===== config.mk =====
export PLATFORM = sky130hd
export DESIGN_NAME = alu_multicycle
export DESIGN_NICKNAME = d
export VERILOG_FILES = /design/src/rtl/alu_multicycle.sv
export SDC_FILE = /design/constraint.sdc
export NUM_CORES = 1
export LEC_CHECK = 0
export BUFFER_PORTS_ARGS = -buffer_cell sky130_fd_sc_hd__buf_2
export CORE_ASPECT_RATIO = 0.5
export CORE_MARGIN = 2
export CORE_UTILIZATION = 50
export DETAILED_ROUTE_END_ITERATION = 10
export PLACE_DENSITY = 0.68
export REMOVE_ABC_BUFFERS = 1
export SLEW_MARGIN = 20
export SYNTH_ARGS = -nofsm -noshare
export SYNTH_HDL_FRONTEND = slang
export SYNTH_SLANG_ARGS = --single-unit

===== constraint.sdc =====
create_clock -name clk -period 4.6 [get_ports clk]
set_clock_uncertainty 0.1 [all_clocks]
set_input_delay 0.23 -clock clk [delete_from_list [all_inputs] [get_ports clk]]
set_output_delay 0.23 -clock clk [all_outputs]
set_load 0.1 [all_outputs]

===== src/rtl/alu_multicycle.sv =====
// alu_multicycle: WIDTH-bit ALU with valid/ready handshakes on both sides.
//   Single-cycle ops (ADD/SUB/OR/AND/XOR/SLT) produce a result one cycle
//   after accept; MULU (shift-add) and DIVU (restoring) iterate WIDTH cycles.
// Ports:
//   clk, rst             clock, synchronous active-high reset
//   in_valid/in_ready    operand handshake (op, a, b)
//   out_valid/out_ready  result handshake (result, zero, overflow, dbz)
module alu_multicycle #(
  parameter int unsigned WIDTH = 32
) (
  input  logic             clk,
  input  logic             rst,
  input  logic             in_valid,
  output logic             in_ready,
  input  logic [2:0]       op,
  input  logic [WIDTH-1:0] a,
  input  logic [WIDTH-1:0] b,
  output logic             out_valid,
  input  logic             out_ready,
  output logic [WIDTH-1:0] result,
  output logic             zero,
  output logic             overflow,
  output logic             dbz
);

  localparam int unsigned MSB   = WIDTH - 1;
  localparam int unsigned ACC_W = 2 * WIDTH;
  localparam int unsigned CNT_W = $clog2(WIDTH + 1);

  localparam logic [2:0] OP_ADD = 3'b000;
  localparam logic [2:0] OP_SUB = 3'b001;
  localparam logic [2:0] OP_OR  = 3'b010;
  localparam logic [2:0] OP_AND = 3'b011;
  localparam logic [2:0] OP_XOR = 3'b100;
  localparam logic [2:0] OP_SLT = 3'b101;

  typedef enum logic [1:0] {
    IDLE = 2'd0,
    BUSY = 2'd1,
    HOLD = 2'd2
  } state_e;

  state_e             state_q, state_d;
  logic [CNT_W-1:0]   cnt_q, cnt_d;
  logic [ACC_W-1:0]   acc_q, acc_d;     // mul: {partial, multiplier}; div: {remainder, quotient}
  logic [WIDTH-1:0]   opnd_q, opnd_d;   // mul: multiplicand; div: divisor
  logic               is_div_q, is_div_d;
  logic [WIDTH-1:0]   result_q, result_d;
  logic               zero_q, zero_d;
  logic               ovf_q, ovf_d;
  logic               dbz_q, dbz_d;

  logic [WIDTH-1:0]   alu_res;
  logic               alu_ovf;
  logic [WIDTH-1:0]   sum, diff;
  logic [WIDTH:0]     mul_sum;
  logic [WIDTH:0]     div_shift, div_diff;
  logic               div_ge;
  logic [ACC_W-1:0]   iter_next;
  logic               accept;

  // Single-cycle operation datapath.
  always_comb begin
    sum     = a + b;
    diff    = a - b;
    alu_res = '0;
    alu_ovf = 1'b0;
    case (op)
      OP_ADD: begin
        alu_res = sum;
        alu_ovf = (a[MSB] == b[MSB]) && (sum[MSB] != a[MSB]);
      end
      OP_SUB: begin
        alu_res = diff;
        alu_ovf = (a[MSB] != b[MSB]) && (diff[MSB] != a[MSB]);
      end
      OP_OR:   alu_res = a | b;
      OP_AND:  alu_res = a & b;
      OP_XOR:  alu_res = a ^ b;
      OP_SLT:  alu_res = {{(WIDTH-1){1'b0}}, ($signed(a) < $signed(b))};
      default: alu_res = '0;
    endcase
  end

  // One shift-add or restoring-divide step on the accumulator.
  always_comb begin
    mul_sum   = {1'b0, acc_q[ACC_W-1:WIDTH]} + (acc_q[0] ? {1'b0, opnd_q} : '0);
    div_shift = {acc_q[ACC_W-1:WIDTH], acc_q[MSB]};
    div_diff  = div_shift - {1'b0, opnd_q};
    // A zero divisor always "fits", which yields the all-ones quotient.
    div_ge    = !div_diff[WIDTH] || (opnd_q == '0);
    if (is_div_q) begin
      iter_next = {(div_ge ? div_diff[MSB:0] : div_shift[MSB:0]), acc_q[MSB-1:0], div_ge};
    end else begin
      iter_next = {mul_sum, acc_q[MSB:1]};
    end
  end

  // Next-state and handshake logic.
  always_comb begin
    state_d  = state_q;
    cnt_d    = cnt_q;
    acc_d    = acc_q;
    opnd_d   = opnd_q;
    is_div_d = is_div_q;
    result_d = result_q;
    zero_d   = zero_q;
    ovf_d    = ovf_q;
    dbz_d    = dbz_q;
    in_ready = 1'b0;
    accept   = 1'b0;

    case (state_q)
      IDLE: begin
        in_ready = 1'b1;
        accept   = in_valid;
      end
      BUSY: begin
        acc_d = iter_next;
        cnt_d = cnt_q - CNT_W'(1);
        if (cnt_q == CNT_W'(1)) begin
          result_d = iter_next[MSB:0];
          zero_d   = (iter_next[MSB:0] == '0);
          ovf_d    = !is_div_q && (iter_next[ACC_W-1:WIDTH] != '0);
          dbz_d    = is_div_q && (opnd_q == '0);
          state_d  = HOLD;
        end
      end
      HOLD: begin
        in_ready = out_ready;
        if (out_ready) begin
          state_d = IDLE;
          accept  = in_valid;
        end
      end
      default: state_d = IDLE;
    endcase

    // Accept from IDLE or from HOLD while the old result is consumed.
    if (accept) begin
      if (op[2:1] == 2'b11) begin
        is_div_d = op[0];
        opnd_d   = op[0] ? b : a;
        acc_d    = {{WIDTH{1'b0}}, (op[0] ? a : b)};
        cnt_d    = CNT_W'(WIDTH);
        state_d  = BUSY;
      end else begin
        result_d = alu_res;
        zero_d   = (alu_res == '0);
        ovf_d    = alu_ovf;
        dbz_d    = 1'b0;
        state_d  = HOLD;
      end
    end

    if (rst) begin
      in_ready = 1'b0;
    end
  end

  // State and result registers.
  always_ff @(posedge clk) begin
    if (rst) begin
      state_q  <= IDLE;
      cnt_q    <= '0;
      acc_q    <= '0;
      opnd_q   <= '0;
      is_div_q <= 1'b0;
      result_q <= '0;
      zero_q   <= 1'b0;
      ovf_q    <= 1'b0;
      dbz_q    <= 1'b0;
    end else begin
      state_q  <= state_d;
      cnt_q    <= cnt_d;
      acc_q    <= acc_d;
      opnd_q   <= opnd_d;
      is_div_q <= is_div_d;
      result_q <= result_d;
      zero_q   <= zero_d;
      ovf_q    <= ovf_d;
      dbz_q    <= dbz_d;
    end
  end

  assign out_valid = (state_q == HOLD);
  assign result    = result_q;
  assign zero      = zero_q;
  assign overflow  = ovf_q;
  assign dbz       = dbz_q;

endmodule


==> metrics.txt, run 1 <==
# TYPE chip_impl_metric gauge
chip_impl_info{name="status",value="finished clean"} 1
chip_impl_metric{name="clockBufferDepth",unit=""} 2
chip_impl_metric{name="vias",unit=""} 18130
chip_impl_metric{name="total_nets_final",unit=""} 2640
chip_impl_metric{name="cts.htree.levels",unit=""} 4
chip_impl_metric{name="die-width",unit="µm"} 261.8
chip_impl_metric{name="coreArea",unit="mm²"} 0.03287
chip_impl_info{name="timing.critical_path.from_type",value="flop"} 1
chip_impl_metric{name="synthesis.area",unit="mm²"} 0.01662
chip_impl_metric{name="insertion_delay",unit="ns"} 0.46
chip_impl_metric{name="io_pins",unit=""} 108
chip_impl_info{name="timing.critical_path.to_type",value="flop"} 1
chip_impl_metric{name="post_cts_hold_buffer_count",unit=""} 0
chip_impl_metric{name="antenna_found_initial",unit=""} 1
chip_impl_metric{name="maxCapViolCount",unit=""} 0
chip_impl_metric{name="synth_edf_count",unit=""} 0
chip_impl_metric{name="critical_path_cell_count",unit=""} 15
chip_impl_metric{name="grt_first_pass_wirelength",unit="mm"} 95.17
chip_impl_metric{name="drt_iter0_markers",unit=""} 2039
chip_impl_metric{name="min_period",unit="ns"} 4.305
chip_impl_metric{name="setup-tns-final",unit="ns"} 0
chip_impl_metric{name="worst_hold_path.num_cells",unit=""} 3
chip_impl_metric{name="worst_slew_margin_rel",unit="%"} 39.80
chip_impl_metric{name="layout_worst_path_cycle_share",unit="%"} 93.59
chip_impl_info{name="timing.critical_path.cells",value="nand2_1 > inv_1 > ha_1 > a21o_1 > and4_1 > o21ai_0 > o31ai_1 > a31oi_1 > o21ai_0 > a31oi_1 > o21ai_0 > or3_1 > o211ai_1 > o211a_1 > a21oi_1"} 1
chip_impl_info{name="unrepaired_setup_endpoints_after_global_routing",value="false"} 1
chip_impl_metric{name="rr_worst_depth",unit=""} 15
chip_impl_metric{name="grt_max_degree",unit=""} 91
chip_impl_metric{name="crit_arrival",unit="ns"} 4.55
chip_impl_metric{name="synthCells",unit=""} 2378
chip_impl_metric{name="register_area",unit="mm²"} 0.002806
chip_impl_metric{name="detailed_place_hpwl",unit="mm"} 46.38
chip_impl_metric{name="die-height",unit="µm"} 132.9
chip_impl_metric{name="yosysUniqueCellTypes",unit=""} 93
chip_impl_metric{name="power-per-cell-area",unit="mW/mm²"} 273.6
chip_impl_info{name="mostFrequentLayoutCells",value="sky130_fd_sc_hd__nor2_1 (331), sky130_fd_sc_hd__a21oi_1 (247), sky130_fd_sc_hd__nand2_1 (178)"} 1
chip_impl_metric{name="routed_wirelength",unit="mm"} 61.05
chip_impl_metric{name="timing.fmax",unit="MHz"} 232.3
chip_impl_metric{name="layout-drive-gt1-share",unit="%"} 10.68
chip_impl_metric{name="finalHoldViolCount",unit=""} 0
chip_impl_metric{name="vdd_ir_drop_max",unit="mV"} 0.2736
chip_impl_metric{name="yosysSeqAreaShare",unit="%"} 16.87
chip_impl_metric{name="ant_nets",unit=""} 0
chip_impl_metric{name="combined_area_of_the_multi_input_logic_cells",unit="mm²"} 0.01271
chip_impl_metric{name="gr-usage-all-layers",unit="%"} 34.76
chip_impl_metric{name="io_buffers",unit=""} 107
chip_impl_metric{name="synth.ff_latch_count",unit=""} 140
chip_impl_info{name="startpoint_to_endpoint_class_of_the_critical_path",value="reg -> reg"} 1
chip_impl_metric{name="area_growth",unit="%"} 9.044
chip_impl_info{name="cts_root_buf",value="sky130_fd_sc_hd__clkbuf_16"} 1
chip_impl_metric{name="die_area",unit="mm²"} 0.03480
chip_impl_info{name="synth-main-ff-cell",value="sky130_fd_sc_hd__dfxtp_1"} 1
chip_impl_metric{name="synth_warnings",unit=""} 0
chip_impl_metric{name="rows",unit=""} 47
chip_impl_info{name="path_delay_family",value="compound AO/OA/AOI/OAI gates"} 1
chip_impl_metric{name="finalSetupViolations",unit=""} 0
chip_impl_metric{name="initial_utilization",unit="%"} 50.55
chip_impl_info{name="cts_tree",value="built"} 1
chip_impl_metric{name="worst_path_clk_slew",unit="ns"} 0.07
chip_impl_metric{name="path_max_fanout",unit=""} 11
chip_impl_info{name="layout_commonest_cell",value="sky130_fd_sc_hd__nor2_1"} 1
chip_impl_info{name="most_frequent_cp_cell",value="sky130_fd_sc_hd__o21ai_0"} 1
chip_impl_metric{name="p_leak",unit="µW"} 0.007674
chip_impl_metric{name="grt-ovfl-total",unit=""} 0
chip_impl_metric{name="first_global_vias",unit=""} 16570
chip_impl_metric{name="cts_sinks",unit=""} 140
chip_impl_metric{name="vias_per_cell",unit=""} 6.345
chip_impl_info{name="critical-path-slowest-cell",value="sky130_fd_sc_hd__dfxtp_1"} 1
chip_impl_metric{name="critical_path.max_stage_delay",unit="ns"} 0.54
chip_impl_metric{name="post-route-drc-count",unit=""} 0
chip_impl_metric{name="detail_route.wl_per_cell",unit="µm"} 21.37
chip_impl_metric{name="synth-async-reset-ratio",unit="%"} 0
chip_impl_metric{name="worst_ep_required_time",unit="ns"} 4.84
chip_impl_metric{name="max_slew.worst_pin.slew",unit="ns"} 0.9029
chip_impl_metric{name="critical_path.n_buffers_inverters",unit=""} 1
chip_impl_info{name="hold_path_class",value="in -> reg"} 1
chip_impl_metric{name="p_total",unit="µW"} 4956
chip_impl_metric{name="drt_pre_antenna_iters",unit=""} 5
chip_impl_metric{name="nFillCells",unit=""} 3275
chip_impl_metric{name="gp_congestion",unit=""} 0.9912
chip_impl_metric{name="syn_area_per_cell",unit="µm²"} 6.987
chip_impl_metric{name="cts_made_buffers",unit=""} 17
chip_impl_metric{name="pins_over_their_slew_limit",unit=""} 0
==> synth_stat cells, types with 8 or more instances <==
cell type / n / area (µm²)
sky130_fd_sc_hd__nor4_1: 25 / 156.4
sky130_fd_sc_hd__and3_1: 14 / 87.58
sky130_fd_sc_hd__o31ai_1: 14 / 105.1
sky130_fd_sc_hd__xor2_1: 29 / 254.0
sky130_fd_sc_hd__buf_1: 14 / 52.55
sky130_fd_sc_hd__dfxtp_1: 140 / 2803
sky130_fd_sc_hd__inv_1: 139 / 521.8
sky130_fd_sc_hd__a21o_1: 47 / 352.8
sky130_fd_sc_hd__nand3_1: 36 / 180.2
sky130_fd_sc_hd__nand2b_1: 15 / 93.84
sky130_fd_sc_hd__or2_2: 12 / 75.07
sky130_fd_sc_hd__a22oi_1: 11 / 82.58
sky130_fd_sc_hd__ha_1: 163 / 2039
sky130_fd_sc_hd__o22ai_1: 11 / 68.82
sky130_fd_sc_hd__nor2_1: 335 / 1257
sky130_fd_sc_hd__and2_1: 45 / 281.5
sky130_fd_sc_hd__or3_1: 9 / 56.30
sky130_fd_sc_hd__nand2_1: 179 / 671.9
sky130_fd_sc_hd__nand4_1: 32 / 200.2
sky130_fd_sc_hd__clkbuf_1: 122 / 457.9
sky130_fd_sc_hd__o211ai_1: 29 / 217.7
sky130_fd_sc_hd__nor3_1: 40 / 200.2
sky130_fd_sc_hd__a21oi_1: 248 / 1241
sky130_fd_sc_hd__or4_1: 9 / 67.56
sky130_fd_sc_hd__a221oi_1: 12 / 105.1
sky130_fd_sc_hd__o21ai_0: 144 / 720.7
sky130_fd_sc_hd__nor2b_1: 24 / 150.1
sky130_fd_sc_hd__a211oi_1: 119 / 893.4
sky130_fd_sc_hd__xnor2_1: 30 / 262.8
sky130_fd_sc_hd__a221o_1: 8 / 80.08
sky130_fd_sc_hd__o221ai_1: 8 / 70.07
sky130_fd_sc_hd__mux2i_1: 73 / 730.7
sky130_fd_sc_hd__a311oi_1: 10 / 87.58
sky130_fd_sc_hd__buf_2: 18 / 90.09
sky130_fd_sc_hd__a31o_2: 9 / 78.83
sky130_fd_sc_hd__o311ai_0: 8 / 70.07
sky130_fd_sc_hd__o21bai_1: 24 / 180.2
sky130_fd_sc_hd__o21a_1: 15 / 112.6
sky130_fd_sc_hd__a31oi_1: 23 / 143.9
==> where the power goes <==
part	internal, µW	switching, µW
clock	759	677
combinational	721	1430
sequential	1280	82.7
==> registers in the layout, indices dropped and copies added (netlist names) <==
signal    flops
result       32
cnt_q         6
acc_q        64
opnd_q       32
zero          1
overflow      1
is_div_q      1
state_q       2
dbz           1
==> cell families (layout without fill, tap and decap cells) <==
group | count (synthesis) | count (layout) | synth area share, %
fa+ha+maj | 167 | 167 | 12.76
mux | 80 | 80 | 4.940
simple gates | 811 | 811 | 22.82
compound gates | 820 | 820 | 32.35
other cells | 0 | 1 | 0
flops | 140 | 140 | 16.87
buf+inv | 299 | 336 | 6.958
xor+xnor | 61 | 61 | 3.306
==> repair_timing <==
item,4_1_cts,5_1_grt
setup endpoints to repair,0,1
setup buffers,0,0
resized for setup,0,2
==> worst min-delay path: stages <==
cell,delay [ns]
sky130_fd_sc_hd__buf_2,0.12
sky130_fd_sc_hd__mux2i_1,0.13
sky130_fd_sc_hd__a211oi_1,0.08
==> per-layer routing <==
| layer | wire (µm) | track usage, % | share of wire (%) |
|---|---|---|---|
| met1 | 27630 | 49.55 | 45 |
| met2 | 26050 | 52.24 | 43 |
| met3 | 6280 | 8.736 | 10 |
| met4 | 1090 | 8.049 | 1.8 |
| met5 | 0 | 0 | 0 |
==> final timing paths <==
check	startpoint	to	slack [ns]
worst max-delay path	acc_q[0]$_SDFF_PP0_	overflow$_SDFF_PP0_	0.30
worst min register to register	dbz$_SDFF_PP0_	dbz$_SDFF_PP0_	0.38
worst max register to register	acc_q[0]$_SDFF_PP0_	overflow$_SDFF_PP0_	0.30
worst min-delay path	b[30]	opnd_q[30]$_SDFFE_PP0P_	0.06
==> through the flow <==
step	setup WS, ns	cells	util (%)	hold WS [ns]	instance area, µm²
floorplan	-2.478	2222	-	0.1991	16000
global placement	0.2771	2824	53.35	0.3810	17540
detailed placement	0.2403	2824	53.35	0.3782	17540
CTS	0.2134	2856	55.07	0.05225	18100
global route	0.03557	2857	55.12	0.07883	18120
finish	0.2951	2857	55.12	0.05793	18120
==> final cells by class <==
class	count	share of cell area, %
multi-input cells	1939	70.15
flip-flops and latches	140	15.49
repair buffers	161	5.221
well taps	441	3.045
inverters	143	2.963
clock buffers	19	2.389
clock inverters	13	0.7320
diodes	1	0.01381
Note: power is estimated with default switching activity, not from simulation.
==> run 2, diff against run 1 <==
--- a/config.mk
+++ b/config.mk
@@ -5,8 +5,8 @@
 export SDC_FILE = /design/constraint.sdc
 export NUM_CORES = 1
 export LEC_CHECK = 0
+export ABC_AREA = 1
 export BUFFER_PORTS_ARGS = -buffer_cell sky130_fd_sc_hd__buf_2
-export CORE_ASPECT_RATIO = 0.5
 export CORE_MARGIN = 2
 export CORE_UTILIZATION = 50
 export DETAILED_ROUTE_END_ITERATION = 10
==> metrics.txt, run 2 <==
# TYPE chip_impl_metric gauge
chip_impl_metric{name="io_buffers",unit=""} 107
chip_impl_metric{name="setup-tns-final",unit="ns"} 0
chip_impl_metric{name="min_period",unit="ns"} 3.724
chip_impl_metric{name="utilization",unit="%"} 54.99
chip_impl_info{name="timing.critical_path.from_type",value="flop"} 1
chip_impl_metric{name="die_area",unit="mm²"} 0.03663
chip_impl_metric{name="path_max_fanout",unit=""} 21
chip_impl_info{name="startpoint_to_endpoint_class_of_the_critical_path",value="reg -> reg"} 1
chip_impl_metric{name="vdd_ir_drop_max",unit="mV"} 0.2800
chip_impl_metric{name="max_slew.worst_pin.slew",unit="ns"} 1.090
chip_impl_metric{name="p_leak",unit="µW"} 0.009766
chip_impl_metric{name="wl_met3",unit="mm"} 5.219
chip_impl_info{name="hold_path_class",value="in -> reg"} 1
chip_impl_metric{name="synth_edf_count",unit=""} 0
chip_impl_metric{name="synth_warnings",unit=""} 0
chip_impl_info{name="post-synth-top-count-cell",value="sky130_fd_sc_hd__nand2_1"} 1
chip_impl_metric{name="synthCells",unit=""} 3081
chip_impl_metric{name="drt_iter0_markers",unit=""} 2144
chip_impl_metric{name="worst_ep_required_time",unit="ns"} 4.83
chip_impl_info{name="post_synth_top_cells",value="sky130_fd_sc_hd__nand2_1 (758), sky130_fd_sc_hd__inv_1 (433), sky130_fd_sc_hd__nor2_1 (388)"} 1
chip_impl_metric{name="insertion_delay",unit="ns"} 0.44
chip_impl_metric{name="worst_path_clk_slew",unit="ns"} 0.06
chip_impl_metric{name="clockBufferDepth",unit=""} 2
chip_impl_metric{name="total_nets_final",unit=""} 3351
chip_impl_metric{name="layout-drive-gt1-share",unit="%"} 7.328
chip_impl_metric{name="synth_largest_type_area_fraction",unit="%"} 16.21
chip_impl_info{name="unrepaired_setup_endpoints_after_global_routing",value="false"} 1
chip_impl_info{name="top_register",value="acc_q"} 1
chip_impl_metric{name="finalHoldViolCount",unit=""} 0
chip_impl_metric{name="worst_slew_margin_rel",unit="%"} 27.35
chip_impl_metric{name="yosysUniqueCellTypes",unit=""} 57
chip_impl_metric{name="first_global_vias",unit=""} 20000
chip_impl_metric{name="routed_wirelength",unit="mm"} 72.81
chip_impl_metric{name="area_growth",unit="%"} 8.196
chip_impl_metric{name="maxCapViolCount",unit=""} 0
chip_impl_metric{name="gp_congestion",unit=""} 1.076
chip_impl_metric{name="layout_worst_path_cycle_share",unit="%"} 80.97
chip_impl_metric{name="die-height",unit="µm"} 191.4
chip_impl_metric{name="coreArea",unit="mm²"} 0.03454
chip_impl_info{name="cts_root_buf",value="sky130_fd_sc_hd__clkbuf_16"} 1
chip_impl_metric{name="vias_per_cell",unit=""} 5.841
chip_impl_metric{name="timing.fmax",unit="MHz"} 268.5
chip_impl_metric{name="cts_made_buffers",unit=""} 17
chip_impl_metric{name="worst-r2r-setup-slack",unit="ns"} 0.88
chip_impl_metric{name="post-cts-setup-buffer-count",unit=""} 0
chip_impl_metric{name="syn_area_per_cell",unit="µm²"} 5.698
chip_impl_metric{name="drt_pre_antenna_iters",unit=""} 9
chip_impl_metric{name="grt_max_degree",unit=""} 94
chip_impl_info{name="mostFrequentLayoutCells",value="sky130_fd_sc_hd__nand2_1 (758), sky130_fd_sc_hd__inv_1 (433), sky130_fd_sc_hd__nor2_1 (385)"} 1
chip_impl_info{name="timing.critical_path.to_type",value="flop"} 1
chip_impl_metric{name="largest_reg_flops",unit=""} 64
chip_impl_info{name="failed_checks",value="DRC"} 1
chip_impl_metric{name="drt-met1-wl",unit="mm"} 30.31
chip_impl_metric{name="initial_utilization",unit="%"} 50.82
chip_impl_metric{name="detail_route.wl_per_cell",unit="µm"} 20.33
chip_impl_metric{name="dp_slack",unit="ns"} 0.8979
chip_impl_metric{name="ant_nets",unit=""} 0
chip_impl_metric{name="rows",unit=""} 68
chip_impl_metric{name="post-route-drc-count",unit=""} 1
chip_impl_metric{name="gr-usage-all-layers",unit="%"} 39.37
chip_impl_metric{name="cts.htree.levels",unit=""} 4
chip_impl_metric{name="pins_over_their_slew_limit",unit=""} 0
chip_impl_metric{name="cts_sinks",unit=""} 140
chip_impl_metric{name="io_pins",unit=""} 108
chip_impl_metric{name="antenna_found_initial",unit=""} 2
chip_impl_metric{name="detailed_place_hpwl",unit="mm"} 58.72
chip_impl_metric{name="synthesis.area",unit="mm²"} 0.01756
chip_impl_metric{name="met2_length",unit="mm"} 33.22
chip_impl_metric{name="crit_arrival",unit="ns"} 3.95
chip_impl_info{name="layout_commonest_cell",value="sky130_fd_sc_hd__nand2_1"} 1
chip_impl_metric{name="fin_ws",unit="ns"} 0.8756
chip_impl_info{name="post_synth_main_area_contributors",value="sky130_fd_sc_hd__nand2_1 (16%), sky130_fd_sc_hd__dfxtp_1 (16%), sky130_fd_sc_hd__ha_1 (12%)"} 1
chip_impl_metric{name="power-per-cell-area",unit="mW/mm²"} 277.1
chip_impl_metric{name="grt-ovfl-total",unit=""} 0
chip_impl_metric{name="fin_worst_hold_slack",unit="ns"} 0.01530
chip_impl_info{name="synth_largest_area_cell",value="sky130_fd_sc_hd__nand2_1"} 1
chip_impl_info{name="cts_tree",value="built"} 1
chip_impl_metric{name="finalSetupViolations",unit=""} 0
chip_impl_metric{name="synth.ff_latch_count",unit=""} 140
chip_impl_info{name="status",value="complete, but fails checks"} 1
chip_impl_metric{name="vias",unit=""} 20920
chip_impl_metric{name="synth-async-reset-ratio",unit="%"} 0
chip_impl_metric{name="die-width",unit="µm"} 191.4
chip_impl_metric{name="yosysSeqAreaShare",unit="%"} 15.96
chip_impl_info{name="synth-main-ff-cell",value="sky130_fd_sc_hd__dfxtp_1"} 1
chip_impl_metric{name="grt_first_pass_wirelength",unit="mm"} 110.7
chip_impl_info{name="top_layer",value="met4"} 1
## run 2: cell count changes after synthesis, sizes merged, moves of 23 or more
cell	delta
nor2	+66
a211oi	-58
nand2	+594
nor2b	-24
clkbuf	-43
mux2i	-67
xor2	-23
o21ai	+97
and2	-45
inv	+306
nand3	+138
a21o	-40
## run 2: stage by stage
| step | power [µW] | area, µm² | std cells |
|---|---|---|---|
| global placement | 3702 | 18340 | 3546 |
| floorplan | 2982 | 17020 | 2961 |
| finish | 5264 | 18990 | 3582 |
| CTS | 5201 | 18990 | 3580 |
| global route | 5519 | 18990 | 3582 |
| detailed placement | 3726 | 18340 | 3546 |
## run 2: routing by layer
layer | GRT usage [%] | vias to the layer above
met5 | 0 | -
met4 | 20.59 | 0
li1 | - | 10220
met3 | 5.012 | 205
met2 | 65.37 | 965
met1 | 49.67 | 9538
## run 2: cell type report
| class | count | area, µm² |
|---|---|---|
| Antenna cell | 2 | 5.005 |
| Clock buffer | 22 | 485.5 |
| Clock inverter | 9 | 135.1 |
| Fill cell | 3664 | 15550 |
| Inverter | 451 | 1693 |
| Multi-Input combinational cell | 2370 | 12560 |
| Sequential cell | 140 | 2806 |
| Tap cell | 455 | 569.3 |
| Timing Repair Buffer | 133 | 740.7 |
## run 2: final timing paths
path	startpoint	endpoint	cells after the start
setup / recovery	acc_q[31]$_SDFF_PP0_	overflow$_SDFF_PP0_	23
hold / removal	a[12]	opnd_q[12]$_SDFFE_PP0P_	3
setup reg to reg	acc_q[31]$_SDFF_PP0_	overflow$_SDFF_PP0_	23
hold reg to reg	cnt_q[0]$_SDFF_PP0_	cnt_q[0]$_SDFF_PP0_	2
## run 2: cell families after synthesis
family                     share of synthesized area (%)
buffers and inverters                              12.69
adders and majority gates                          12.07
xor gates and xnor gates                          0.8980
and+or+nand+nor                                    35.61
muxes                                             0.3421
AOI/OAI and AO/OA                                  22.42
DFF                                                15.96
## run 2: report_power, final
part	total (µW)	switching (µW)	internal, µW
Combinational	2390	1720	669
Sequential	1390	95.8	1290
Clock	1490	572	913
Total	5260	2390	2870
## run 2: critical path: stages (launching register included)
cell	delay (ns)
sky130_fd_sc_hd__dfxtp_1	0.36
sky130_fd_sc_hd__inv_1	0.07
sky130_fd_sc_hd__ha_1	0.23
sky130_fd_sc_hd__fa_1	0.42
sky130_fd_sc_hd__inv_1	0.10
sky130_fd_sc_hd__nand2_1	0.05
sky130_fd_sc_hd__nand2_1	0.08
sky130_fd_sc_hd__nand3_1	0.08
sky130_fd_sc_hd__nand2_2	0.13
sky130_fd_sc_hd__nand2_2	0.08
sky130_fd_sc_hd__nand2_4	0.08
sky130_fd_sc_hd__nand2_4	0.06
sky130_fd_sc_hd__nand3_1	0.08
sky130_fd_sc_hd__nand3_2	0.37
sky130_fd_sc_hd__nand2_2	0.43
sky130_fd_sc_hd__nor2_1	0.07
sky130_fd_sc_hd__nor2_1	0.16
sky130_fd_sc_hd__nand2_1	0.07
sky130_fd_sc_hd__nor2_1	0.13
sky130_fd_sc_hd__nand2_1	0.11
sky130_fd_sc_hd__nor2_1	0.12
sky130_fd_sc_hd__nand2_1	0.10
sky130_fd_sc_hd__nand2_1	0.07
sky130_fd_sc_hd__a21oi_1	0.06
## run 2: what timing repair did
action,in CTS,in global routing
hold buffers,3,0
gates resized for setup,0,0
endpoints found under the hold margin,3,0
